**config.mk**
```make
export PLATFORM = sky130hd
export DESIGN_NAME = apb_read_arbiter_flat
export DESIGN_NICKNAME = d
export VERILOG_FILES = /design/src/rtl/apb_read_arbiter_pkg.sv /design/src/rtl/apb_read_arbiter_if.sv /design/src/rtl/apb_read_arbiter_rr_arbiter.sv /design/src/rtl/apb_read_arbiter.sv /design/src/flat_wrapper.sv
export SDC_FILE = /design/constraint.sdc
export NUM_CORES = 1
export LEC_CHECK = 0
export BUFFER_PORTS_ARGS = -buffer_cell sky130_fd_sc_hd__buf_2
export CORE_MARGIN = 3
export CORE_UTILIZATION = 47
export CTS_CLUSTER_SIZE = 8
export DETAILED_ROUTE_END_ITERATION = 8
export MAX_ROUTING_LAYER = met4
export PLACE_DENSITY = 0.85
export SETUP_SLACK_MARGIN = 0.2
export SLEW_MARGIN = 10
export SYNTH_ARGS = -nofsm -noshare
export SYNTH_HDL_FRONTEND = slang
export SYNTH_SLANG_ARGS = --single-unit
```
**constraint.sdc**
```tcl
create_clock -name pclk -period 3.6 [get_ports pclk]
set_input_delay 0.36 -clock pclk [delete_from_list [all_inputs] [get_ports pclk]]
set_output_delay 0.36 -clock pclk [all_outputs]
set_load 0.03 [all_outputs]
```
**src/rtl/apb_read_arbiter_pkg.sv**
```systemverilog
// Shared types and constants for the APB constant-read arbiter.
// Holds the master FSM state type, slave word map and expected words.
package apb_const_pkg;

   typedef enum logic [1:0] {
      IDLE,
      SETUP,
      ACCESS
   } apb_mst_st_t;

   localparam int unsigned ADDR_PI_HIGH = 0;
   localparam int unsigned ADDR_PI_LOW  = 1;
   localparam int unsigned ADDR_E_HIGH  = 2;
   localparam int unsigned ADDR_E_LOW   = 3;

   localparam logic [31:0] PI_HIGH = 32'hC90FDAA2;
   localparam logic [31:0] PI_LOW  = 32'h2168C234;
   localparam logic [31:0] E_HIGH  = 32'hADF85458;
   localparam logic [31:0] E_LOW   = 32'hA2BB4A9A;

endpackage

```
**src/rtl/apb_read_arbiter_if.sv**
```systemverilog
// APB read-only bus between the arbiter (master) and the constant slave.
// Write-side signals are absent: the slave is read-only.
interface apb_read_arbiter_if #(
   parameter int AW = 32
);

   logic          psel;
   logic          penable;
   logic [AW-1:0] paddr;
   logic [31:0]   prdata;
   logic          pready;
   logic          pslverr;

   modport master (
      output psel,
      output penable,
      output paddr,
      input  prdata,
      input  pready,
      input  pslverr
   );

   modport slave (
      input  psel,
      input  penable,
      input  paddr,
      output prdata,
      output pready,
      output pslverr
   );

endinterface

```
**src/rtl/apb_read_arbiter_rr_arbiter.sv**
```systemverilog
// Combinational round-robin pick: first set request at or after rr_ptr.
// Returns the winner as one-hot, as an index, and a valid flag.
module rr_arbiter #(
   parameter int NREQ = 2,
   parameter int PW   = $clog2(NREQ)
) (
   input  logic [NREQ-1:0] req,
   input  logic [PW-1:0]   rr_ptr,
   output logic [NREQ-1:0] win_oh,
   output logic [PW-1:0]   win_idx,
   output logic            win_vld
);

   int idx;

   // Scan NREQ positions starting at rr_ptr, wrapping, first hit wins
   always_comb begin
      win_oh  = '0;
      win_idx = '0;
      win_vld = 1'b0;
      idx     = 0;
      for (int k = 0; k < NREQ; k++) begin
         idx = int'(rr_ptr) + k;
         if (idx >= NREQ) idx = idx - NREQ;
         if (!win_vld && req[idx]) begin
            win_vld     = 1'b1;
            win_oh[idx] = 1'b1;
            win_idx     = PW'(idx);
         end
      end
   end

endmodule

```
**src/rtl/apb_read_arbiter.sv**
```systemverilog
// APB read master sharing one constant slave among NREQ requesters.
// Round-robin grant, SETUP/ACCESS sequencing, pready timeout abort.
module apb_read_arbiter
   import apb_const_pkg::*;
#(
   parameter int NREQ    = 2,
   parameter int AW      = 32,
   parameter int TIMEOUT = 16
) (
   input  logic             pclk,
   input  logic             preset,
   input  logic [NREQ-1:0]  req,
   input  logic [NREQ*AW-1:0] req_addr,
   output logic [NREQ-1:0]  gnt,
   output logic [NREQ-1:0]  rsp_valid,
   output logic [31:0]      rsp_data,
   output logic             rsp_err,
   apb_read_arbiter_if.master apb
);

   localparam int PW = $clog2(NREQ);
   localparam int CW = $clog2(TIMEOUT);

   apb_mst_st_t     state_q, state_d;
   logic [PW-1:0]   rr_q, rr_d;
   logic [PW-1:0]   owner_q, owner_d;
   logic [CW-1:0]   cnt_q, cnt_d;
   logic [NREQ-1:0] gnt_q, gnt_d;
   logic [NREQ-1:0] rv_q, rv_d;
   logic [31:0]     data_q, data_d;
   logic            err_q, err_d;
   logic            psel_q, psel_d;
   logic            pen_q, pen_d;
   logic [AW-1:0]   paddr_q, paddr_d;

   logic [NREQ-1:0] win_oh;
   logic [PW-1:0]   win_idx;
   logic            win_vld;
   logic            tmo_hit;

   rr_arbiter #(
      .NREQ (NREQ),
      .PW   (PW)
   ) u_arb (
      .req     (req),
      .rr_ptr  (rr_q),
      .win_oh  (win_oh),
      .win_idx (win_idx),
      .win_vld (win_vld)
   );

   assign tmo_hit = !apb.pready && (cnt_q == CW'(TIMEOUT - 1));

   // State and all registered outputs; reset aborts any transfer
   always_ff @(posedge pclk) begin
      if (preset) begin
         state_q <= IDLE;
         rr_q    <= '0;
         owner_q <= '0;
         cnt_q   <= '0;
         gnt_q   <= '0;
         rv_q    <= '0;
         data_q  <= '0;
         err_q   <= 1'b0;
         psel_q  <= 1'b0;
         pen_q   <= 1'b0;
         paddr_q <= '0;
      end else begin
         state_q <= state_d;
         rr_q    <= rr_d;
         owner_q <= owner_d;
         cnt_q   <= cnt_d;
         gnt_q   <= gnt_d;
         rv_q    <= rv_d;
         data_q  <= data_d;
         err_q   <= err_d;
         psel_q  <= psel_d;
         pen_q   <= pen_d;
         paddr_q <= paddr_d;
      end
   end

   // Next-state: grant, one SETUP cycle, ACCESS until pready or timeout
   always_comb begin
      state_d = state_q;
      unique case (state_q)
         IDLE:    if (win_vld) state_d = SETUP;
         SETUP:   state_d = ACCESS;
         ACCESS:  if (apb.pready || tmo_hit) state_d = IDLE;
         default: state_d = IDLE;
      endcase
   end

   // Output/datapath next values; pslverr only matters with pready
   always_comb begin
      rr_d    = rr_q;
      owner_d = owner_q;
      cnt_d   = cnt_q;
      gnt_d   = '0;
      rv_d    = '0;
      data_d  = data_q;
      err_d   = err_q;
      psel_d  = psel_q;
      pen_d   = pen_q;
      paddr_d = paddr_q;
      unique case (state_q)
         IDLE: begin
            if (win_vld) begin
               gnt_d   = win_oh;
               paddr_d = req_addr[int'(win_idx)*AW +: AW];
               psel_d  = 1'b1;
               owner_d = win_idx;
               rr_d    = (win_idx == PW'(NREQ - 1)) ? '0
                                                    : win_idx + 1'b1;
            end
         end
         SETUP: begin
            pen_d = 1'b1;
            cnt_d = '0;
         end
         ACCESS: begin
            if (apb.pready) begin
               psel_d        = 1'b0;
               pen_d         = 1'b0;
               rv_d[owner_q] = 1'b1;
               data_d        = apb.prdata;
               err_d         = apb.pslverr;
            end else if (tmo_hit) begin
               psel_d        = 1'b0;
               pen_d         = 1'b0;
               rv_d[owner_q] = 1'b1;
               data_d        = '0;
               err_d         = 1'b1;
            end else begin
               cnt_d = cnt_q + 1'b1;
            end
         end
         default: ;
      endcase
   end

   assign gnt         = gnt_q;
   assign rsp_valid   = rv_q;
   assign rsp_data    = data_q;
   assign rsp_err     = err_q;
   assign apb.psel    = psel_q;
   assign apb.penable = pen_q;
   assign apb.paddr   = paddr_q;

endmodule

```
**src/flat_wrapper.sv**
```systemverilog
// flat-port wrapper written by rule: the top's interface ports become plain ports
module apb_read_arbiter_flat import apb_const_pkg::*;
#(
   parameter int NREQ    = 2,
   parameter int AW      = 32,
   parameter int TIMEOUT = 16
)
  (pclk, preset, req, req_addr, gnt, rsp_valid, rsp_data, rsp_err, apb_psel, apb_penable, apb_paddr, apb_prdata, apb_pready, apb_pslverr);
  apb_read_arbiter_if #(.AW(AW)) apb_i ();
  input  logic pclk;
  input  logic preset;
  input  logic [NREQ-1:0] req;
  input  logic [NREQ*AW-1:0] req_addr;
  output logic [NREQ-1:0] gnt;
  output logic [NREQ-1:0] rsp_valid;
  output logic [31:0] rsp_data;
  output logic rsp_err;
  output wire logic [$bits(apb_i.psel)-1:0] apb_psel;
  output wire logic [$bits(apb_i.penable)-1:0] apb_penable;
  output wire logic [$bits(apb_i.paddr)-1:0] apb_paddr;
  input wire logic [$bits(apb_i.prdata)-1:0] apb_prdata;
  input wire logic [$bits(apb_i.pready)-1:0] apb_pready;
  input wire logic [$bits(apb_i.pslverr)-1:0] apb_pslverr;
  assign apb_psel = apb_i.psel;
  assign apb_penable = apb_i.penable;
  assign apb_paddr = apb_i.paddr;
  assign apb_i.prdata = apb_prdata;
  assign apb_i.pready = apb_pready;
  assign apb_i.pslverr = apb_pslverr;
  apb_read_arbiter #(.NREQ(NREQ), .AW(AW), .TIMEOUT(TIMEOUT)) u_core (.pclk(pclk), .preset(preset), .req(req), .req_addr(req_addr), .gnt(gnt), .rsp_valid(rsp_valid), .rsp_data(rsp_data), .rsp_err(rsp_err), .apb(apb_i));
endmodule
```
Word level (Yosys, flattened, before mapping). Index checks and enable logic that the tools add are counted.

Eq/ne operators: 8. Mux-type cells: 38. Reductions and logical operators: 20. Shifts and indexed selects: 1. $add $sub $neg: 5. Bitwise gates (word level): 4. $lt $le $gt $ge: 8.

Operators by type and width (count): 32-bit two-way mux (4); 32-bit by 1-bit >= comparator with 1-bit output, second input constant (2); 32-bit by 3-bit less-than comparator with 1-bit output, second input constant (2); 64-bit by 7-bit variable part select with 32-bit output (1); 1-bit two-way mux (19); 2-bit two-way mux (6); 4-bit two-way mux (2); 4-bit one-hot mux with 2 select lines (1); 2-bit AND reduction (4); 2-bit inequality test, second input constant (3); 2-bit one-hot mux with 3 select lines (1); 3-bit AND reduction (2); 2-bit nonzero test (3); 1-bit logical AND (5); 4-bit by 1-bit adder with 4-bit output, second input constant (1); 4-bit == test, second input constant (1); 1-bit one-hot mux with 2 select lines (2); 1-bit demux with 1-bit select (3); 3-bit by 2-bit inequality test with 1-bit output, second input constant (1); 1-bit inverter (3); 3-bit OR reduction (1); 1-bit by 2-bit subtractor with 3-bit output, second input constant (1); 2-bit by 2-bit subtractor with 3-bit output, second input constant (1); 1-bit by 1-bit adder with 2-bit output, second input constant (1); other kinds (13) (14).

Output and inout bits: 71. Word-level logic and storage cells: 95. Register bits after elaboration: 79. Bits of input ports: 102.

Depth between registers and ports, before layout. Gate-level depths: netlist of run 1.

Depth in word-level cells: 11. Mapped depth: 6. Gate-level depth less buffers: 5.

Modules after synthesis. Synthesis of run 1 repeated with hierarchy kept, for this count alone.

Cell total of the unflattened synthesis: 288. Area total of the unflattened synthesis: 3226.8 um^2.

By module, submodules not included: apb_read_arbiter (cells each 283, instances 1, area each 3194.3 um^2); rr_arbiter (cells each 5, instances 1, area each 32.5 um^2).

Worst setup path before layout of run 1. No wires, ideal clock.

Path type: register to register. From: reg u_core.state_q[0]. To: reg u_core.paddr_q[15] (netlist: u_core.apb.paddr[15]). Stages on the path, launching flop included: 7. Required time: 3.478 ns. Setup time: 0.122 ns. Arrival: 1.455 ns. Path buffers: 1. Path slack: 2.022 ns. Path through: dfxtp_1 > inv_1 > ha_1 > nor2b_4 > and3_4 > buf_6 > a221o_2.

Cells in the longest elaborated chain, start to end: 2.

Ends and longest elaborated chain: start: declaration (line apb_read_arbiter.sv:24) `apb_mst_st_t state_q, state_d;`; start signal: assignment (line apb_read_arbiter.sv:69) `state_q <= state_d;`; 2-bit logical NOT (line apb_read_arbiter.sv:106) `unique case (state_q)`; 2-bit AND reduction (no line); end signal: assignment (line apb_read_arbiter.sv:79) `paddr_q <= paddr_d;`; end: declaration (line apb_read_arbiter.sv:34) `logic [AW-1:0] paddr_q, paddr_d;`.

Every way passes these cells. A chain may end at the register's enable or synchronous reset.

Worst setup path in the final report of run 1.
From: reg u_core.state_q[0]. To: reg u_core.paddr_q[27] (netlist: u_core.apb.paddr[27]).

The elaborated chain is that of the path after synthesis.

==> metrics.csv, run 1 <==
stage,metric,value,unit
outcome,status,completed,
final_layout,nFillCells,472,
clocking,path_clk_slew,90,ps
route,drc_errors,0,
sta,worst_pin_slew,878,ps
floorplanning,die_area,0.00738,mm2
placement,globalplace.congestion,0.870,
final_layout,drive_gt1_share,47.7,%
worst_setup_path,cp_max_fo,33,
clocking,post_cts_buffers,0,
grt,grt_pass1_wl,12900,um
final_layout,fin_cells,501,
synthesis,ys_top_cells_by_area,"dfxtp_1, a22o_1, a32oi_1",
synthesis,synth_edf_count,0,
sta,rsz0062_at_grt,no,
floorplanning,row_count,28,
route,ant_nets,0,
sta,fin_skew,11.5,ps
worst_setup_path,critPathKind,reg2reg,
worst_setup_path,timing.rr.start,u_core.state_q[0],
sta,setup_slack,1810,ps
grt,grt_max_degree,34,
synthesis,yosysMostFrequentCell,dfxtp_1,
synthesis,yosysTopAreaCell,dfxtp_1,
route,routedWlPerCell,16.2,um
synthesis,syn_inst,260,
synthesis,synthTopCellsByCount,"dfxtp_1, a22o_1, a32oi_1, o2bb2ai_1, and3_1",
grt,antenna_found_initial,0,
worst_setup_path,r2r_slack,1810,ps
clocking,cts_buffers,9,
power,leakagePower,0.00194,uW
sta,slew_headroom,41.4,%
synthesis,synth_top_area_share,52.7,%
placement,dp.cells,485,
worst_setup_path,cp-startpoint,u_core.state_q[0],
final_layout,final_util,66.4,%
clocking,clk_latency,340,ps
sta,drv_slew,0,
clocking,cts_root_buffer,clkbuf_8,
worst_setup_path,rr_endpoint,u_core.apb.paddr[27],
placement,place_ws,1530,ps
route,drt_first_pass_iters,4,
flow_run,max_cap_violations,0,
final_layout,fin_nets,527,
clocking,cts_tree,done,
clocking,cts.sinks,79,
worst_setup_path,worstSetupEndpointType,register,
clocking,postCtsResizedCells,0,
clocking,holdBufCountCts,0,
final_layout,diodes,0,
route,drt-initial-drc-count,192,
route,wl,8120,um
floorplanning,initial_core_util,49.5,%
grt,grtUsageTotal,22.0,%
power,p_total,2070,uW
grt,gr-total-overflow,0,
min_path,worstHoldPathType,in2reg,
final_layout,regArea,0.00158,mm2
route,vias,2851,
worst_setup_path,start_kind,register,
synthesis,ys_warn_count,0,
floorplanning,die_w,85.9,um
synthesis,ys_async_sr_fraction,0,%
power,power_density,513,mW/mm2
worst_setup_path,cp-endpoint,u_core.apb.paddr[27],
synthesis,syn_area_per_cell,11.5,um2
placement,numPortBuffers,172,
grt,grt_pass1_vias,2755,
synthesis,synth_ff_type,dfxtp_1,
synthesis,synth_fp_nets,366,
sta,min_period,1790,ps
sta,setup_tns,0,ps
sta,fmax,558,MHz
clocking,ctsHtreeMaxLevel,3,
sta,hold_viol,0,
synthesis,ys_seq_area_share,52.7,%
final_layout,multi_input_area,0.00126,mm2
final_layout,areaGrowthSynthToFinish,34.1,%
floorplanning,fp.dieH,85.9,um
worst_setup_path,cp.arrival,2080,ps
sta,final-setup-viol-count,0,
synthesis,ys_seq_elements,79,
synthesis,synth_cell_types,41,
floorplanning,pin_count,173,
power,ir_worst_vdd,0.317,mV
worst_setup_path,r2r_cells,4,
worst_setup_path,worstPathRequired,3880,ps
clocking,cts_buffer_depth,2,
floorplanning,core,0.00606,mm2
synthesis,syn_area,0.00300,mm2
placement,hpwl,5900,um
sta,post-route-period-util,49.8,%
route,viasPerCell,5.69,
## worst max-delay path: stages, from the launching register on
cell	delay (ps)
dfxtp_1	340
inv_1	70
ha_1	300
a21oi_4	730
a221o_2	290
## power breakdown
| part | internal (uW) | total [uW] | switching, uW |
|---|---|---|---|
| sequential | 942 | 979 | 37.2 |
| combinational | 160 | 440 | 280 |
| clock | 338 | 648 | 309 |
## layout by cell type (no fill, tap or decap), types with 2 or more instances in the layout
cell type,n
a22o_1,32
and3_1,11
o21ai_0,4
a211oi_1,3
ha_1,4
nor2_1,3
buf_2,172
a221o_2,7
nand3_1,3
nand2_1,2
a2bb2oi_1,2
nand2b_1,4
clkbuf_8,10
a21oi_1,7
dfxtp_1,79
inv_1,5
o2bb2ai_1,22
o211ai_1,3
or3_1,2
a32oi_1,22
clkinvlp_4,3
a221o_1,3
## kinds of logic (layout without fill, tap and decap cells)
logic type,count (synthesis),after routing,share of synthesized area [%]
AOI/OAI and AO/OA,112,112,32.0
DFF,79,79,52.7
and+or+nand+nor,36,36,7.79
buffers and inverters,28,194,5.50
adders and majority gates,4,4,1.67
muxes,1,1,0.333
## metal layers
metal	GRT usage, %	share of wire (%)	vias up
met5	-	0	-
met4	7.48	1.8	0
met3	4.90	4.8	15
met2	37.8	52	108
met1	25.1	41	1377
li1	-	-	1351
## stage by stage
step | instance area, um2 | hold WS, ps
2_1_floorplan | 3000 | 417
3_3_place_gp | 3820 | 437
3_5_place_dp | 3820 | 441
4_1_cts | 4020 | 226
5_1_grt | 4030 | 223
6_report | 4030 | 238
## state kept, by name, summed over array words and instances, names as in the netlist
name / flops
u_core.apb.penable: 1
u_core.rsp_valid: 2
u_core.owner_q: 1
u_core.rsp_data: 32
u_core.cnt_q: 4
u_core.gnt: 2
u_core.rr_q: 1
u_core.apb.paddr: 32
u_core.state_q: 2
u_core.rsp_err: 1
u_core.apb.psel: 1
## layout make-up
type / count / area share, %
flip-flops and latches: 79 / 39.3
well taps: 75 / 2.33
clock inverters: 5 / 1.43
multi-input cells: 153 / 31.4
clock buffers: 11 / 3.51
inverters: 5 / 0.466
repair buffers: 173 / 21.6
## worst min path at each step
stage,end,cells after the start,startpoint,slack [ps]
detailed placement,u_core.apb.paddr[13],1,u_core.apb.paddr[13],440
global placement,u_core.rsp_err,2,u_core.rsp_err,440
floorplan,u_core.rsp_valid[0],1,u_core.owner_q,420
global route,u_core.rsp_data[27],2,apb_prdata[27],220
finish,u_core.rsp_data[29],2,apb_prdata[29],240
CTS,u_core.rsp_data[29],2,apb_prdata[29],230
(Power assumes the default switching activity.)
==> run 2: changes to the inputs <==
--- a/config.mk
+++ b/config.mk
@@ -7,11 +7,11 @@
 export LEC_CHECK = 0
 export BUFFER_PORTS_ARGS = -buffer_cell sky130_fd_sc_hd__buf_2
 export CORE_MARGIN = 3
-export CORE_UTILIZATION = 47
+export CORE_UTILIZATION = 43
 export CTS_CLUSTER_SIZE = 8
 export DETAILED_ROUTE_END_ITERATION = 8
 export MAX_ROUTING_LAYER = met4
-export PLACE_DENSITY = 0.85
+export PLACE_DENSITY = 0.79
 export SETUP_SLACK_MARGIN = 0.2
 export SLEW_MARGIN = 10
 export SYNTH_ARGS = -nofsm -noshare
==> constraint.sdc (replaced) <==
create_clock -name pclk -period 1.8 [get_ports pclk]
set_input_delay 0.18 -clock pclk [delete_from_list [all_inputs] [get_ports pclk]]
set_output_delay 0.18 -clock pclk [all_outputs]
set_load 0.03 [all_outputs]
==> metrics.csv, run 2 (synthesis results as in run 1) <==
stage,metric,value,unit
power,p_sw,1270,uW
final_layout,multi_input_area,0.00133,mm2
placement,place_ws,56.7,ps
grt,grt_pass1_wl,12800,um
clocking,post_cts_buffers,0,
clocking,cts_root_buffer,clkbuf_8,
worst_setup_path,crit_slowest_cell,dfxtp_1,
power,power_density,1040,mW/mm2
route,drt_first_pass_iters,4,
worst_setup_path,cp_slowest_stage_delay,340,ps
final_layout,regArea,0.00158,mm2
flow_run,max_cap_violations,0,
final_layout,nFillCells,552,
sta,setup_tns,0,ps
placement,globalplace.congestion,0.815,
worst_setup_path,cp_max_fo,5,
final_layout,fin_nets,532,
worst_setup_path,critPathKind,reg2reg,
final_layout,areaGrowthSynthToFinish,38.4,%
worst_setup_path,start_kind,register,
sta,min_period,1550,ps
route,wl,8720,um
sta,fmax,645,MHz
power,ir_worst_vdd,0.489,mV
power,p_total,4310,uW
clocking,clk_latency,350,ps
placement,numPortBuffers,172,
final_layout,drive_gt1_share,49.8,%
power,pwr-share-comb,21.5,%
floorplanning,pin_count,173,
clocking,path_clk_slew,80,ps
clocking,cts_buffers,9,
route,viasPerCell,5.39,
floorplanning,fp.dieH,89.6,um
route,vias,2817,
worst_setup_path,timing.rr.start,u_core.cnt_q[0],
grt,grt_pass1_vias,2655,
min_path,min_from,apb_prdata[16],
worst_setup_path,cp.buffers_inverters,1,
floorplanning,die_area,0.00802,mm2
outcome,status,completed,
worst_setup_path,r2r_slack,250,ps
sta,setup_slack,250,ps
clocking,cts.sinks,79,
floorplanning,initial_core_util,45.7,%
worst_setup_path,rr_endpoint,u_core.apb.penable,
min_path,min_to,u_core.rsp_data[16],
route,drc_errors,0,
clocking,holdBufCountCts,0,
worst_setup_path,path_cells,ha_1 > a31oi_2 > buf_4 > nor2_1 > a211oi_1,
route,routedWlPerCell,16.7,um
worst_setup_path,crit_family,compound AO/OA/AOI/OAI gates,
power,share_clk_of_total_power,32.9,%
floorplanning,row_count,29,
power,leakagePower,0.00199,uW
grt,antenna_found_initial,0,
power,p_sw_share,29.4,%
final_layout,final_common_cell,buf_2,
sta,worst_pin_slew,760,ps
min_path,hold_path_depth,2,
floorplanning,die_w,89.6,um
final_layout,final_cell_mix,"buf_2, dfxtp_1, a22o_1",
clocking,cts_buffer_depth,2,
sta,fin_skew,11.4,ps
final_layout,final_util,63.3,%
floorplanning,core,0.00657,mm2
grt,grtUsageTotal,21.3,%
sta,post-route-period-util,86.1,%
worst_setup_path,worstPathRequired,2040,ps
placement,hpwl,6010,um
grt,gr-total-overflow,0,
worst_setup_path,r2r_cells,5,
clocking,ctsHtreeMaxLevel,3,
power,internal-power,3040,uW
power,p_seq_share,45.5,%
final_layout,diodes,0,
worst_setup_path,worstSetupEndpointType,register,
route,drt-initial-drc-count,162,
route,ant_nets,0,
sta,drv_slew,0,
sta,rsz0062_at_grt,yes,
grt,grt_max_degree,34,
min_path,worstHoldPathType,in2reg,
sta,slew_headroom,49.2,%
clocking,cts_tree,done,
sta,hold_viol,0,
worst_setup_path,cp.arrival,1790,ps
sta,final-setup-viol-count,0,
## run 2: changes by cell type in the layout (fill, tap and decap cells not counted), sizes merged
| cell | change |
|---|---|
| and3 | +1 |
| clkinvlp | -3 |
| o21ba | +1 |
| clkinv | +1 |
| buf | +3 |
| bufinv | +1 |
## run 2: worst max path at each step
stage | startpoint | endpoint | slack [ps] | depth (start not counted)
finish | u_core.cnt_q[0] | u_core.apb.penable | 250 | 5
global route | u_core.cnt_q[0] | u_core.apb.penable | 150 | 5
CTS | u_core.state_q[0] | u_core.apb.paddr[27] | 200 | 5
detailed placement | u_core.state_q[0] | u_core.rsp_data[4] | 60 | 5
global placement | u_core.state_q[0] | u_core.rsp_data[22] | 180 | 5
floorplan | u_core.state_q[0] | u_core.apb.paddr[15] | 220 | 6
## run 2: per-stage QoR
stage          hold WS (ps)  cells  instance area, um2
6_report               40.1    523                4160
5_1_grt                28.0    523                4160
4_1_cts                33.1    521                4100
3_5_place_dp            401    506                3860
3_3_place_gp            396    506                3860
2_1_floorplan           313    260                3000
## run 2: area by class of cell
class                           instances  share of cell area (%)
Clock inverter                          4                    1.69
Multi-Input combinational cell        155                    31.9
Clock buffer                           11                    3.40
Timing Repair Buffer                  176                    21.6
Sequential cell                        79                    38.1
Inverter                                5                   0.452
Tap cell                               93                    2.80
## run 2: routing by layer
metal,vias to the layer above,global-route usage [%],wire length (um)
met3,11,4.70,398
met5,-,-,0
met2,97,34.0,4560
li1,1364,-,-
met1,1345,25.9,3610
met4,0,8.93,149
## run 2: power groups by stage
stage	clock, uW	sequential (uW)	combinational (uW)
6_report	1420	1960	928
2_1_floorplan	0	2240	357
5_1_grt	1520	1980	992
4_1_cts	1430	1960	898
3_3_place_gp	0	1990	871
3_5_place_dp	0	1990	888
## run 2: repair_timing
item	in CTS	in global routing
gates resized for setup	5	11
pin swaps	0	1
endpoints found under the setup margin	64	67
cloned	0	2
==> run 3: changes to the inputs <==
--- a/config.mk
+++ b/config.mk
@@ -6,6 +6,7 @@
 export NUM_CORES = 1
 export LEC_CHECK = 0
 export BUFFER_PORTS_ARGS = -buffer_cell sky130_fd_sc_hd__buf_2
+export CORE_ASPECT_RATIO = 1.2
 export CORE_MARGIN = 3
 export CORE_UTILIZATION = 43
 export CTS_CLUSTER_SIZE = 8
==> metrics.csv, run 3 (synthesis results as in run 1) <==
stage,metric,value,unit
clocking,path_clk_slew,80,ps
clocking,cts_buffer_depth,2,
placement,placed_area,0.00388,mm2
sta,hold_viol,0,
sta,final-setup-viol-count,0,
final_layout,areaGrowthSynthToFinish,37.7,%
final_layout,regArea,0.00158,mm2
final_layout,final_cell_mix,"buf_2, dfxtp_1, a22o_1",
route,viasPerCell,5.57,
clocking,cts.sinks,79,
sta,fmax,652,MHz
sta,fin_hold_ws,55.2,ps
worst_setup_path,start_kind,register,
final_layout,diodes,0,
sta,post-route-period-util,85.2,%
power,power_density,1020,mW/mm2
clocking,holdBufCountCts,0,
placement,hpwl,6300,um
worst_setup_path,cp_max_fo,13,
route,drc_errors,0,
final_layout,nFillCells,578,
grt,grt_pass1_wl,13600,um
worst_setup_path,worstSetupEndpointType,register,
grt,grtUsageTotal,22.0,%
final_layout,drive_gt1_share,49.4,%
sta,drv_slew,0,
final_layout,final_common_cell,buf_2,
route,ant_nets,0,
worst_setup_path,critPathKind,reg2reg,
grt,grt_max_degree,33,
floorplanning,row_count,32,
flow_run,max_cap_violations,0,
grt,antenna_found_initial,0,
floorplanning,core,0.00661,mm2
floorplanning,die_w,82.3,um
route,wl,8660,um
power,leakagePower,0.00199,uW
clocking,ctsHtreeMaxLevel,3,
route,vias,2896,
floorplanning,die_area,0.00802,mm2
sta,setup_tns,0,ps
grt,gr-total-overflow,0,
sta,worst_pin_slew,454,ps
clocking,cts_buffers,9,
grt,grt_pass1_vias,2857,
route,drt_first_pass_iters,4,
final_layout,fin_nets,536,
route,routedWlPerCell,16.7,um
placement,numPortBuffers,172,
sta,slew_headroom,69.6,%
floorplanning,pin_count,173,
sta,rsz0062_at_grt,no,
placement,globalplace.congestion,0.842,
grt,met3_usage,4.08,%
grt,grt-busiest-layer,met2,
grt,grtUsageMet1,25.9,%
final_layout,postLayoutCellArea,0.00413,mm2
worst_setup_path,cp.arrival,1760,ps
sta,min_period,1530,ps
final_layout,final_util,62.6,%
outcome,status,completed,
worst_setup_path,worstPathRequired,2020,ps
clocking,cts_tree,done,
power,ir_worst_vdd,0.620,mV
grt,grtUsageMet2,36.0,%
floorplanning,fp.dieH,97.5,um
final_layout,multi_input_area,0.00130,mm2
sta,fin_skew,7.80,ps
power,p_total,4200,uW
floorplanning,initial_core_util,45.4,%
clocking,cts_root_buffer,clkbuf_8,
clocking,clk_latency,340,ps
min_path,worstHoldPathType,in2reg,
route,drt-initial-drc-count,143,
-- run 3: cell types whose count changed in the layout (fill, tap and decap cells not counted), sizes merged --
cell,previous run,this run
clkinv,2,0
clkinvlp,0,2
buf,176,180
bufinv,2,1
inv,5,6
clkbuf,11,12
-- run 3: metrics by stage --
stage                     cells  setup WS [ps]
after floorplan             260            222
after global placement      501            191
after detailed placement    501           71.2
after CTS                   518            216
after global routing        520            198
final                       520            267
-- run 3: power breakdown --
| group | switching (uW) | internal (uW) |
|---|---|---|
| clock network | 632 | 686 |
| logic | 573 | 345 |
| registers | 76.2 | 1880 |
| total | 1280 | 2920 |
-- run 3: layout make-up --
| type | instances | area share [%] |
|---|---|---|
| multi-input combinational | 155 | 31.5 |
| tap | 85 | 2.57 |
| timing repair buffer | 180 | 22.4 |
| clock inverter | 4 | 1.30 |
| inverter | 5 | 0.454 |
| clock buffer | 12 | 3.51 |
| sequential | 79 | 38.3 |
-- run 3: timing repair --
action	in CTS	in global routing
cloned	0	2
hold endpoints to repair	0	0
setup endpoints to repair	64	43
setup buffers	1	0
resized for setup	3	5
pin swaps	0	2
-- run 3: path summary, 6_finish.rpt --
| kind | from | end | slack (ps) | depth (start not counted) |
|---|---|---|---|---|
| setup / recovery | u_core.state_q[1] | u_core.apb.paddr[29] | 270 | 5 |
| setup reg to reg | u_core.state_q[1] | u_core.apb.paddr[29] | 270 | 5 |
| hold reg to reg | u_core.owner_q | u_core.rsp_valid[0] | 450 | 1 |
| hold / removal | apb_prdata[28] | u_core.rsp_data[28] | 60 | 2 |
-- run 3: routing by layer --
metal  vias up  share of wire (%)
met5         -                  0
met1      1393                 40
met4         0                1.8
met3        16                5.0
met2       109                 54
li1       1378                  -
-- run 3: critical path, cell delays in order, from the launching register on --
cell     delay (ps)
dfxtp_1         360
inv_1            70
ha_2            230
nor2b_4         180
and3_4          200
a221o_2         380
